File: src/rtl/int4_weight_unpacker.sv
// int4_weight_unpacker: holds one packed INT4 weight word and streams it out
// as LANES unsigned nibbles per beat, lowest nibbles first, to the int2fp16
// lane column. Single-word holding stage with valid/ready on both sides.
//
// state    | meaning
// ---------+----------------------------------------------------------------
// ST_EMPTY | no word held; s_ready high (outside reset/clr)
// ST_HOLD  | word held; r_beat_cnt selects the beat currently on m_nib
//
// WORD_W must be a multiple of 4*LANES.
module int4_weight_unpacker #(
  parameter int WORD_W = 32,
  parameter int LANES  = 4
) (
  input  logic                 clk,
  input  logic                 rst_n,
  input  logic                 clr,
  input  logic                 s_valid,
  output logic                 s_ready,
  input  logic [WORD_W-1:0]    s_data,
  input  logic                 s_last,
  output logic                 m_valid,
  input  logic                 m_ready,
  output logic [4*LANES-1:0]   m_nib,
  output logic                 m_last,
  output logic                 busy
);

  localparam int NIB_W = 4 * LANES;
  localparam int BEATS = WORD_W / NIB_W;
  localparam int CNT_W = (BEATS > 1) ? $clog2(BEATS) : 1;
  localparam logic [CNT_W-1:0] LAST_CNT = CNT_W'(BEATS - 1);

  typedef enum logic {
    ST_EMPTY = 1'b0,
    ST_HOLD  = 1'b1
  } state_t;

  state_t              r_state;
  logic [CNT_W-1:0]    r_beat_cnt;
  logic [WORD_W-1:0]   r_hold_data;
  logic                r_hold_last;

  logic                w_hold_valid;
  logic                w_last_beat;
  logic                w_xfer;
  logic                w_accept;

  assign w_hold_valid = (r_state == ST_HOLD);
  assign w_last_beat  = (r_beat_cnt == LAST_CNT);
  assign w_xfer       = w_hold_valid & m_ready;

  // A new word may land on the same edge the final beat leaves, so a
  // continuously fed stream runs without bubbles. rst_n gates s_ready
  // combinationally so nothing upstream sees ready during reset.
  assign s_ready  = rst_n & ~clr & (~w_hold_valid | (m_ready & w_last_beat));
  assign w_accept = s_valid & s_ready;

  // Beat data is a pure nibble slice of the held word; no arithmetic.
  assign m_valid = w_hold_valid;
  assign busy    = w_hold_valid;
  assign m_nib   = r_hold_data[NIB_W*r_beat_cnt +: NIB_W];
  assign m_last  = w_hold_valid & r_hold_last & w_last_beat;

  // Holding FSM: clear beats accept, accept (reload) beats beat advance.
  always_ff @(posedge clk or negedge rst_n) begin
    if (!rst_n) begin
      r_state     <= ST_EMPTY;
      r_beat_cnt  <= '0;
      r_hold_data <= '0;
      r_hold_last <= 1'b0;
    end else if (clr) begin
      r_state     <= ST_EMPTY;
      r_beat_cnt  <= '0;
      r_hold_last <= 1'b0;
    end else if (w_accept) begin
      r_state     <= ST_HOLD;
      r_beat_cnt  <= '0;
      r_hold_data <= s_data;
      r_hold_last <= s_last;
    end else if (w_xfer) begin
      if (w_last_beat) begin
        r_state    <= ST_EMPTY;
        r_beat_cnt <= '0;
      end else begin
        r_beat_cnt <= r_beat_cnt + CNT_W'(1);
      end
    end
  end

endmodule

File: config.mk
export PLATFORM = sky130hd
export DESIGN_NAME = int4_weight_unpacker
export DESIGN_NICKNAME = d
export VERILOG_FILES = /design/src/rtl/int4_weight_unpacker.sv
export SDC_FILE = /design/constraint.sdc
export NUM_CORES = 1
export LEC_CHECK = 0
export BUFFER_PORTS_ARGS = -buffer_cell sky130_fd_sc_hd__buf_4
export CAP_MARGIN = 5
export CORE_ASPECT_RATIO = 0.75
export CORE_UTILIZATION = 45
export CTS_BUF_LIST = sky130_fd_sc_hd__clkbuf_8 sky130_fd_sc_hd__clkbuf_16
export DETAILED_ROUTE_END_ITERATION = 16
export GPL_ROUTABILITY_DRIVEN = 0
export PLACE_DENSITY = 0.87
export SLEW_MARGIN = 0
export SYNTH_ARGS = -nofsm -noshare
export SYNTH_HDL_FRONTEND = slang
export SYNTH_SLANG_ARGS = --single-unit
File: constraint.sdc
create_clock -name clk -period 1.6 [get_ports clk]
set_input_delay 0.4 -clock clk [delete_from_list [all_inputs] [get_ports clk]]
set_output_delay 0.4 -clock clk [all_outputs]
set_load 0.01 [all_outputs]
==> results of run 1 <==
## cells in the final DEF (no fill, tap or decap), types with 2 or more instances in the layout
master | netlist | final
buf_16 | 0 | 2
buf_6 | 2 | 27
buf_12 | 3 | 3
buf_4 | 1 | 46
inv_1 | 1 | 2
mux2_4 | 28 | 49
clkbuf_8 | 0 | 7
dfrtp_1 | 35 | 34
## critical path: cells and delay by family (launching register included)
family | cells | cell delay [ns]
and+or+nand+nor | 1 | 0.04
buffers and inverters | 3 | 0.38
AOI/OAI and AO/OA | 1 | 0.19
DFF | 1 | 0.45
## cells by family after synthesis
kind of cell | count (synthesis)
flip-flops | 35
XOR/XNOR | 1
multiplexers | 49
buffers and inverters | 8
AND/OR/NAND/NOR | 6
AO/OA/AOI/OAI | 2
## cell type report
type	instances	area share (%)
Sequential cell	35	32.6
Multi-Input combinational cell	58	31.2
Timing Repair Buffer	80	29.9
Clock buffer	7	3.58
Tap cell	52	2.42
Clock inverter	1	0.139
Inverter	1	0.139
## registers in the layout, indices dropped and copies added (netlist names)
register / count
r_hold_last: 1
r_hold_data: 32
r_beat_cnt: 1
busy: 1
## Yosys cell counts
cell and n:
nand2_1 1, buf_6 2, a21o_1 1, buf_2 1, inv_1 1, mux2_4 28
nor3_1 1, dfrtp_1 35, nor3b_1 1, and3_1 1, buf_4 1, buf_12 3
xor2_1 1, nor2b_1 1, mux2_2 21, a21boi_4 1, nor4bb_4 1
## path summary, 6_finish.rpt
check	endpoint	slack (ns)	cells past startpoint
worst min-delay path	r_hold_data[7]	0.07	2
worst max register to register	r_hold_data[26]	-0.15	7
worst min register to register	r_hold_data[12]	0.51	1
worst max-delay path	s_ready	-0.16	5
min in group clk	r_hold_data[8]	0.34	2
max in group asynchronous	r_beat_cnt	1.32	2
## report_power, final
part	internal [mW]	switching, mW
sequential	1.08	0.124
combinational	0.733	0.315
clock	0.386	0.310
## metal layers
layer / global-route usage (%) / vias up / part of all wire [%] / routed length [microns]
met5: 0 / - / 0 / 0
met4: 4.95 / 0 / 1.2 / 50
met3: 8.03 / 6 / 4.5 / 185
met2: 35.3 / 34 / 51 / 2100
met1: 29.0 / 578 / 43 / 1790
li1: - / 513 / - / -
## what timing repair did
action / in CTS / in global routing
setup buffers: 7 / 2
gates resized for setup: 49 / 10
hold buffers: 0 / 0
cloned: 4 / 1
pin swaps: 1 / 2
endpoints found under the setup margin: 47 / 51
==> results.json, run 1 <==
{
  "fp-row-count": 19,
  "netlist_instances": 101,
  "synth_area_leaders": "dfrtp_1, mux2_4, mux2_2",
  "endpoint_kind": "output port",
  "n_antenna_cell": 0,
  "tns_ns": -5.61,
  "clock_path_buffers": 2,
  "seq_area_sq_um": 877,
  "slew_headroom_pct": 84.5,
  "via_per_inst": 4.83,
  "wl_microns": 4120,
  "finish.utilization_pct": 73.5,
  "hpwlAfterDp_microns": 2520,
  "drive_gt1_share_pct": 77.5,
  "final.setup.worst_slack_ns": -0.161,
  "crit_fanout": 4,
  "muxShareOfSynthArea_pct": 38.2,
  "grt_pass1_vias": 1273,
  "die_area_sq_um": 4080,
  "setup_violations": 51,
  "drc": 0,
  "first_pass_iters": 4,
  "reg2reg_from": "r_beat_cnt",
  "final_cells": 234,
  "yosys.area.top_type_share_pct": 50.9,
  "die_h_microns": 55.5,
  "cts_buffers": 5,
  "core-area_sq_um": 3660,
  "initial_utilization_pct": 47.0,
  "synth.distinct_cells": 17,
  "grt_usage_pct": 22.2,
  "start_kind": "flip-flop",
  "fin_worst_skew_ns": 0.00247,
  "rsz0062_at_grt": "true",
  "nets": 219,
  "outcome": "complete, but fails checks",
  "overflow": 0,
  "synth_top_family_by_area": "multiplexers",
  "whs_ns": 0.0739,
  "crit_path_max_incr_delay_ns": 0.45,
  "p_leak_nw": 1.32,
  "clock_latency_ns": 0.28,
  "ant_nets": 0,
  "post-place-ws_ns": -0.120,
  "yosys_warnings": 0,
  "synth-xor-area-share_pct": 0.509,
  "cp_slowest_cell": "dfrtp_2",
  "critPathRequiredTime_ns": 1.20,
  "dp.cells": 213,
  "finalHoldViolations": 0,
  "synth_top_cell_by_area": "dfrtp_1",
  "drv_slew": 0,
  "synth_nets": 139,
  "powerDensity_nw_per_um2": 1100,
  "synthAdderAreaFrac_pct": 0,
  "ir_worst_vdd_mv": 0.655,
  "synth.yosys.seq_area_share_pct": 50.9,
  "antenna_found_initial": 0,
  "syn-cell-area_sq_um": 1720,
  "p_total_mw": 2.95,
  "cp_data_arrival_time_ns": 1.36,
  "period_needed_ns": 1.76,
  "clk_pin_slew_ns": 0.07,
  "ios": 58,
  "n_fill_cell": 242,
  "yosys.area_share.simple_pct": 3.13,
  "cap_violations": 0,
  "multi_input_area_sq_um": 841,
  "dieWidth_microns": 73.4,
  "placed_area_sq_um": 2210,
  "critPathKind": "flip-flop to output port",
  "max_freq_mhz": 568,
  "cpMostUsedCell": "buf_6",
  "tightest_slew_ns": 0.232,
  "grt_pass1_wl_microns": 6580,
  "area_growth_pct": 56.4,
  "vias": 1131,
  "period_share_pct": 110,
  "min_path_type": "primary input to async pin",
  "avgSynthCellArea_sq_um": 17.0,
  "htreeDepth": 2,
  "root_buffer": "clkbuf_8",
  "final_cell_area_sq_um": 2690,
  "violations": "setup timing",
  "grt_max_degree": 19,
  "synth-compound-area-share_pct": 1.53,
  "cts_sinks": 35,
  "cp_cell_sequence": "buf_6 -> a21boi_4 -> buf_6 -> nor3b_4 -> buf_6",
  "port_buffers": 57,
  "wl_per_cell_microns": 17.6,
  "drt_iter0_markers": 23,
  "cts_tree": "yes",
  "crit_path_start": "r_beat_cnt",
  "ys_seq_elements": 35
}
Note: power is estimated with default switching activity, not from simulation.
==> inputs of run 2 (changes only) <==
--- a/config.mk
+++ b/config.mk
@@ -13,6 +13,7 @@
 export DETAILED_ROUTE_END_ITERATION = 16
 export GPL_ROUTABILITY_DRIVEN = 0
 export PLACE_DENSITY = 0.87
+export SKIP_LAST_GASP = 1
 export SLEW_MARGIN = 0
 export SYNTH_ARGS = -nofsm -noshare
 export SYNTH_HDL_FRONTEND = slang
==> results.json, run 2 (same netlist as run 1, synthesis figures left out) <==
{
  "outcome": "complete, but fails checks",
  "violations": "setup timing",
  "grt_util_met2_pct": 35.3,
  "largest_register_ffs": 32,
  "area_growth_pct": 55.8,
  "final_cell_area_sq_um": 2680,
  "reg2reg_from": "r_beat_cnt",
  "crit_path_start": "r_beat_cnt",
  "port_buffers": 57,
  "die_area_sq_um": 4080,
  "dieWidth_microns": 73.4,
  "cp_cell_sequence": "buf_6 -> a21boi_4 -> buf_6 -> nor3b_4 -> buf_6",
  "powerDensity_nw_per_um2": 1090,
  "grt_usage_pct": 22.2,
  "tightest_slew_ns": 0.231,
  "nets": 219,
  "drive_gt1_share_pct": 77.5,
  "grt_pass1_wl_microns": 6580,
  "critPathKind": "flip-flop to output port",
  "ios": 58,
  "via_per_inst": 4.84,
  "critPathRequiredTime_ns": 1.20,
  "max_freq_mhz": 570,
  "finish.utilization_pct": 73.2,
  "wl_microns": 4100,
  "grt_pass1_vias": 1273,
  "cp_slowest_cell": "dfrtp_2",
  "setup_violations": 50,
  "top_register": "r_hold_data",
  "crit_fanout": 4,
  "wl_per_cell_microns": 17.5,
  "p_leak_nw": 1.31,
  "ant_nets": 0,
  "root_buffer": "clkbuf_8",
  "met3_usage_pct": 8.03,
  "drv_slew": 0,
  "core-area_sq_um": 3660,
  "min_path_type": "primary input to async pin",
  "clock_path_buffers": 2,
  "layout_common_cells": "mux2_4, buf_4, dfrtp_1",
  "clock_latency_ns": 0.28,
  "cts_sinks": 35,
  "period_needed_ns": 1.75,
  "overflow": 0,
  "crit_path_max_incr_delay_ns": 0.45,
  "tns_ns": -5.57,
  "rsz0062_at_grt": "true",
  "slew_headroom_pct": 84.6,
  "period_share_pct": 110,
  "drt_iter0_markers": 17,
  "cpMostUsedCell": "buf_6",
  "drc": 0,
  "fin_worst_skew_ns": 0.00553,
  "htreeDepth": 2,
  "ir_worst_vdd_mv": 0.653,
  "grt_util_met1_pct": 29.0,
  "p_total_mw": 2.93,
  "top_usage_layer": "met2",
  "cap_violations": 0,
  "fp-row-count": 19,
  "endpoint_kind": "output port",
  "finalHoldViolations": 0,
  "final.setup.worst_slack_ns": -0.154,
  "cts_tree": "yes",
  "cp_data_arrival_time_ns": 1.35,
  "start_kind": "flip-flop",
  "placed_area_sq_um": 2210,
  "die_h_microns": 55.5,
  "first_pass_iters": 4,
  "grt_max_degree": 19,
  "cts_buffers": 5,
  "clk_pin_slew_ns": 0.07,
  "vias": 1133,
  "initial_utilization_pct": 47.0,
  "hpwlAfterDp_microns": 2520,
  "antenna_found_initial": 0,
  "post-place-ws_ns": -0.120,
  "n_antenna_cell": 0
}
-- run 2: layout make-up --
class	count	area, sq um
multi-input cells	58	837
fillers	248	981
flip-flops and latches	35	877
clock buffers	7	96.3
inverters	1	3.75
repair buffers	80	797
clock inverters	1	3.75
well taps	52	65.1
-- run 2: final timing paths --
check,endpoint,slack [ns],depth (start not counted)
worst min register to register,r_hold_data[1],0.52,1
worst max register to register,r_hold_data[26],-0.14,7
worst max-delay path,s_ready,-0.15,5
max in group asynchronous,r_beat_cnt,1.32,2
worst min-delay path,r_hold_data[7],0.07,2
min in group clk,r_hold_data[8],0.34,2
-- run 2: critical path, delay by kind of cell (launching register included) --
| family | cells | cell delay (ns) |
|---|---|---|
| flip-flops | 1 | 0.45 |
| AND/OR/NAND/NOR | 1 | 0.04 |
| AO/OA/AOI/OAI | 1 | 0.19 |
| buffers and inverters | 3 | 0.38 |
-- run 2: metrics by stage --
stage | hold WS (ns) | instances
after floorplan | 0.104 | 101
after global placement | 0.377 | 213
after detailed placement | 0.383 | 213
after CTS | 0.0780 | 232
after global routing | 0.0756 | 234
final | 0.0725 | 234
-- run 2: report_power, final --
group	internal, mW	total (mW)	switching, mW
Sequential	1.08	1.20	0.124
Combinational	0.725	1.04	0.313
Clock	0.386	0.692	0.305
-- run 2: per-layer routing --
| layer | share of wire (%) | wire length [microns] |
|---|---|---|
| met2 | 50 | 2060 |
| met1 | 44 | 1790 |
| met4 | 1.4 | 57 |
| met3 | 4.5 | 185 |
| met5 | 0 | 0 |
-- run 2: what timing repair did --
action,in CTS,in global routing
buffers inserted,7,2
hold buffers,0,0
gates resized for setup,49,7
setup endpoints to repair,47,51
gates cloned,4,1
pin swaps,1,2
==> inputs of run 3 (changes only) <==
==> constraint.sdc (replaced) <==
create_clock -name clk -period 1.6 [get_ports clk]
set_input_delay 0.4 -clock clk [delete_from_list [all_inputs] [get_ports clk]]
set_output_delay 0.4 -clock clk [all_outputs]
set_load 0.1 [all_outputs]
==> results.json, run 3 (same netlist as run 1, synthesis figures left out) <==
{
  "final_cells": 236,
  "top_register": "r_hold_data",
  "tightest_slew_ns": 0.218,
  "dieWidth_microns": 73.4,
  "drc": 0,
  "p_comb_share_pct": 52.4,
  "clock_latency_ns": 0.29,
  "final_common_cell": "mux2_4",
  "n_fill_cell": 217,
  "switching_share_pct": 39.9,
  "crit_path_start": "r_beat_cnt",
  "dp.cells": 214,
  "finish.utilization_pct": 78.9,
  "area_growth_pct": 67.9,
  "clk_pin_slew_ns": 0.07,
  "cts_buffers": 5,
  "setup_violations": 52,
  "finalHoldViolations": 0,
  "max_freq_mhz": 545,
  "via_per_inst": 5.07,
  "n_antenna_cell": 0,
  "cts_hold_buffers": 0,
  "layout_common_cells": "mux2_4, buf_4, dfrtp_1",
  "ant_nets": 0,
  "drt_iter0_markers": 33,
  "wl_per_cell_microns": 19.9,
  "htreeDepth": 2,
  "vias": 1196,
  "overflow": 0,
  "p_leak_nw": 1.39,
  "ir_worst_vdd_mv": 0.988,
  "drive_gt1_share_pct": 78.8,
  "p_int_mw": 2.44,
  "switching_power_mw": 1.62,
  "slew_headroom_pct": 85.4,
  "period_needed_ns": 1.83,
  "root_buffer": "clkbuf_8",
  "p_seq_share_pct": 30.1,
  "powerDensity_nw_per_um2": 1410,
  "endpoint_kind": "output port",
  "grt_pass1_wl_microns": 7270,
  "cts_sinks": 35,
  "start_kind": "flip-flop",
  "critPathKind": "flip-flop to output port",
  "nets": 221,
  "rsz0062_at_grt": "true",
  "hpwlAfterDp_microns": 2610,
  "initial_utilization_pct": 47.0,
  "post-place-ws_ns": -0.122,
  "p_clk_share_pct": 17.5,
  "grt_pass1_vias": 1400,
  "violations": "setup timing",
  "seq_area_sq_um": 881,
  "cp_data_arrival_time_ns": 1.43,
  "grt_usage_pct": 24.9,
  "whs_ns": 0.0716,
  "outcome": "complete, but fails checks",
  "clock_path_buffers": 2,
  "first_pass_iters": 2,
  "min_path_type": "primary input to async pin",
  "fin_worst_skew_ns": 0.00452,
  "cts_tree": "yes",
  "grt_max_degree": 14,
  "final.setup.worst_slack_ns": -0.235,
  "period_share_pct": 115,
  "core-area_sq_um": 3660,
  "wl_microns": 4690,
  "rrSetupSlack_ns": -0.20,
  "critPathRequiredTime_ns": 1.20,
  "cap_violations": 0,
  "placed_area_sq_um": 2280,
  "die_h_microns": 55.5,
  "final_cell_area_sq_um": 2890,
  "die_area_sq_um": 4080,
  "multi_input_area_sq_um": 846,
  "crit_fanout": 6,
  "largest_register_ffs": 32,
  "fp-row-count": 19,
  "reg2reg_from": "r_beat_cnt",
  "ios": 58,
  "port_buffers": 57,
  "antenna_found_initial": 0,
  "drv_slew": 0
}
## run 3: stage by stage
step	setup TNS [ns]	total power [mW]
4_1_cts	-7.44	3.97
3_3_place_gp	-1.67	2.82
2_1_floorplan	-7.78	2.53
3_5_place_dp	-3.75	2.87
5_1_grt	-9.13	4.17
6_report	-7.89	4.06
## run 3: path summary, 6_finish.rpt
kind | to | depth (start not counted)
max | m_nib[10] | 3
min in group clk | r_hold_data[23] | 2
max reg2reg | r_hold_data[19] | 7
min | r_hold_data[16] | 2
max in group asynchronous | busy | 2
min reg2reg | r_hold_data[15] | 1
## run 3: metal layers
metal / GRT usage [%] / vias up / share of wire [%]
met5: 0 / - / 0
met2: 43.1 / 39 / 53
met1: 29.8 / 626 / 41
met4: 10.2 / 0 / 2.8
met3: 5.47 / 11 / 3.5
li1: - / 520 / -
## run 3: final cells by class
class	instances	share of cell area [%]
Timing Repair Buffer	82	34.4
Clock inverter	1	0.130
Sequential cell	35	30.5
Tap cell	52	2.25
Clock buffer	7	3.34
Multi-Input combinational cell	58	29.3
Inverter	1	0.130
## run 3: timing repair
action                     in CTS  in global routing
gates cloned                    4                  0
setup endpoints to repair      51                 55
setup buffers                  10                  3
pin swaps                       2                  1
resized for setup              72                 19
hold endpoints to repair        0                  0
## run 3: worst max-delay path, stage by stage, from the launching register on
cell	delay [ns]
dfrtp_2	0.48
buf_6	0.17
mux2_4	0.32
buf_12	0.17
## run 3: power groups by stage
| stage | Sequential (mW) | Clock (mW) | Combinational [mW] |
|---|---|---|---|
| floorplan | 1.18 | 0 | 1.35 |
| global placement | 1.20 | 0 | 1.63 |
| detailed placement | 1.21 | 0 | 1.66 |
| CTS | 1.20 | 0.695 | 2.07 |
| global route | 1.24 | 0.748 | 2.19 |
| finish | 1.22 | 0.710 | 2.13 |
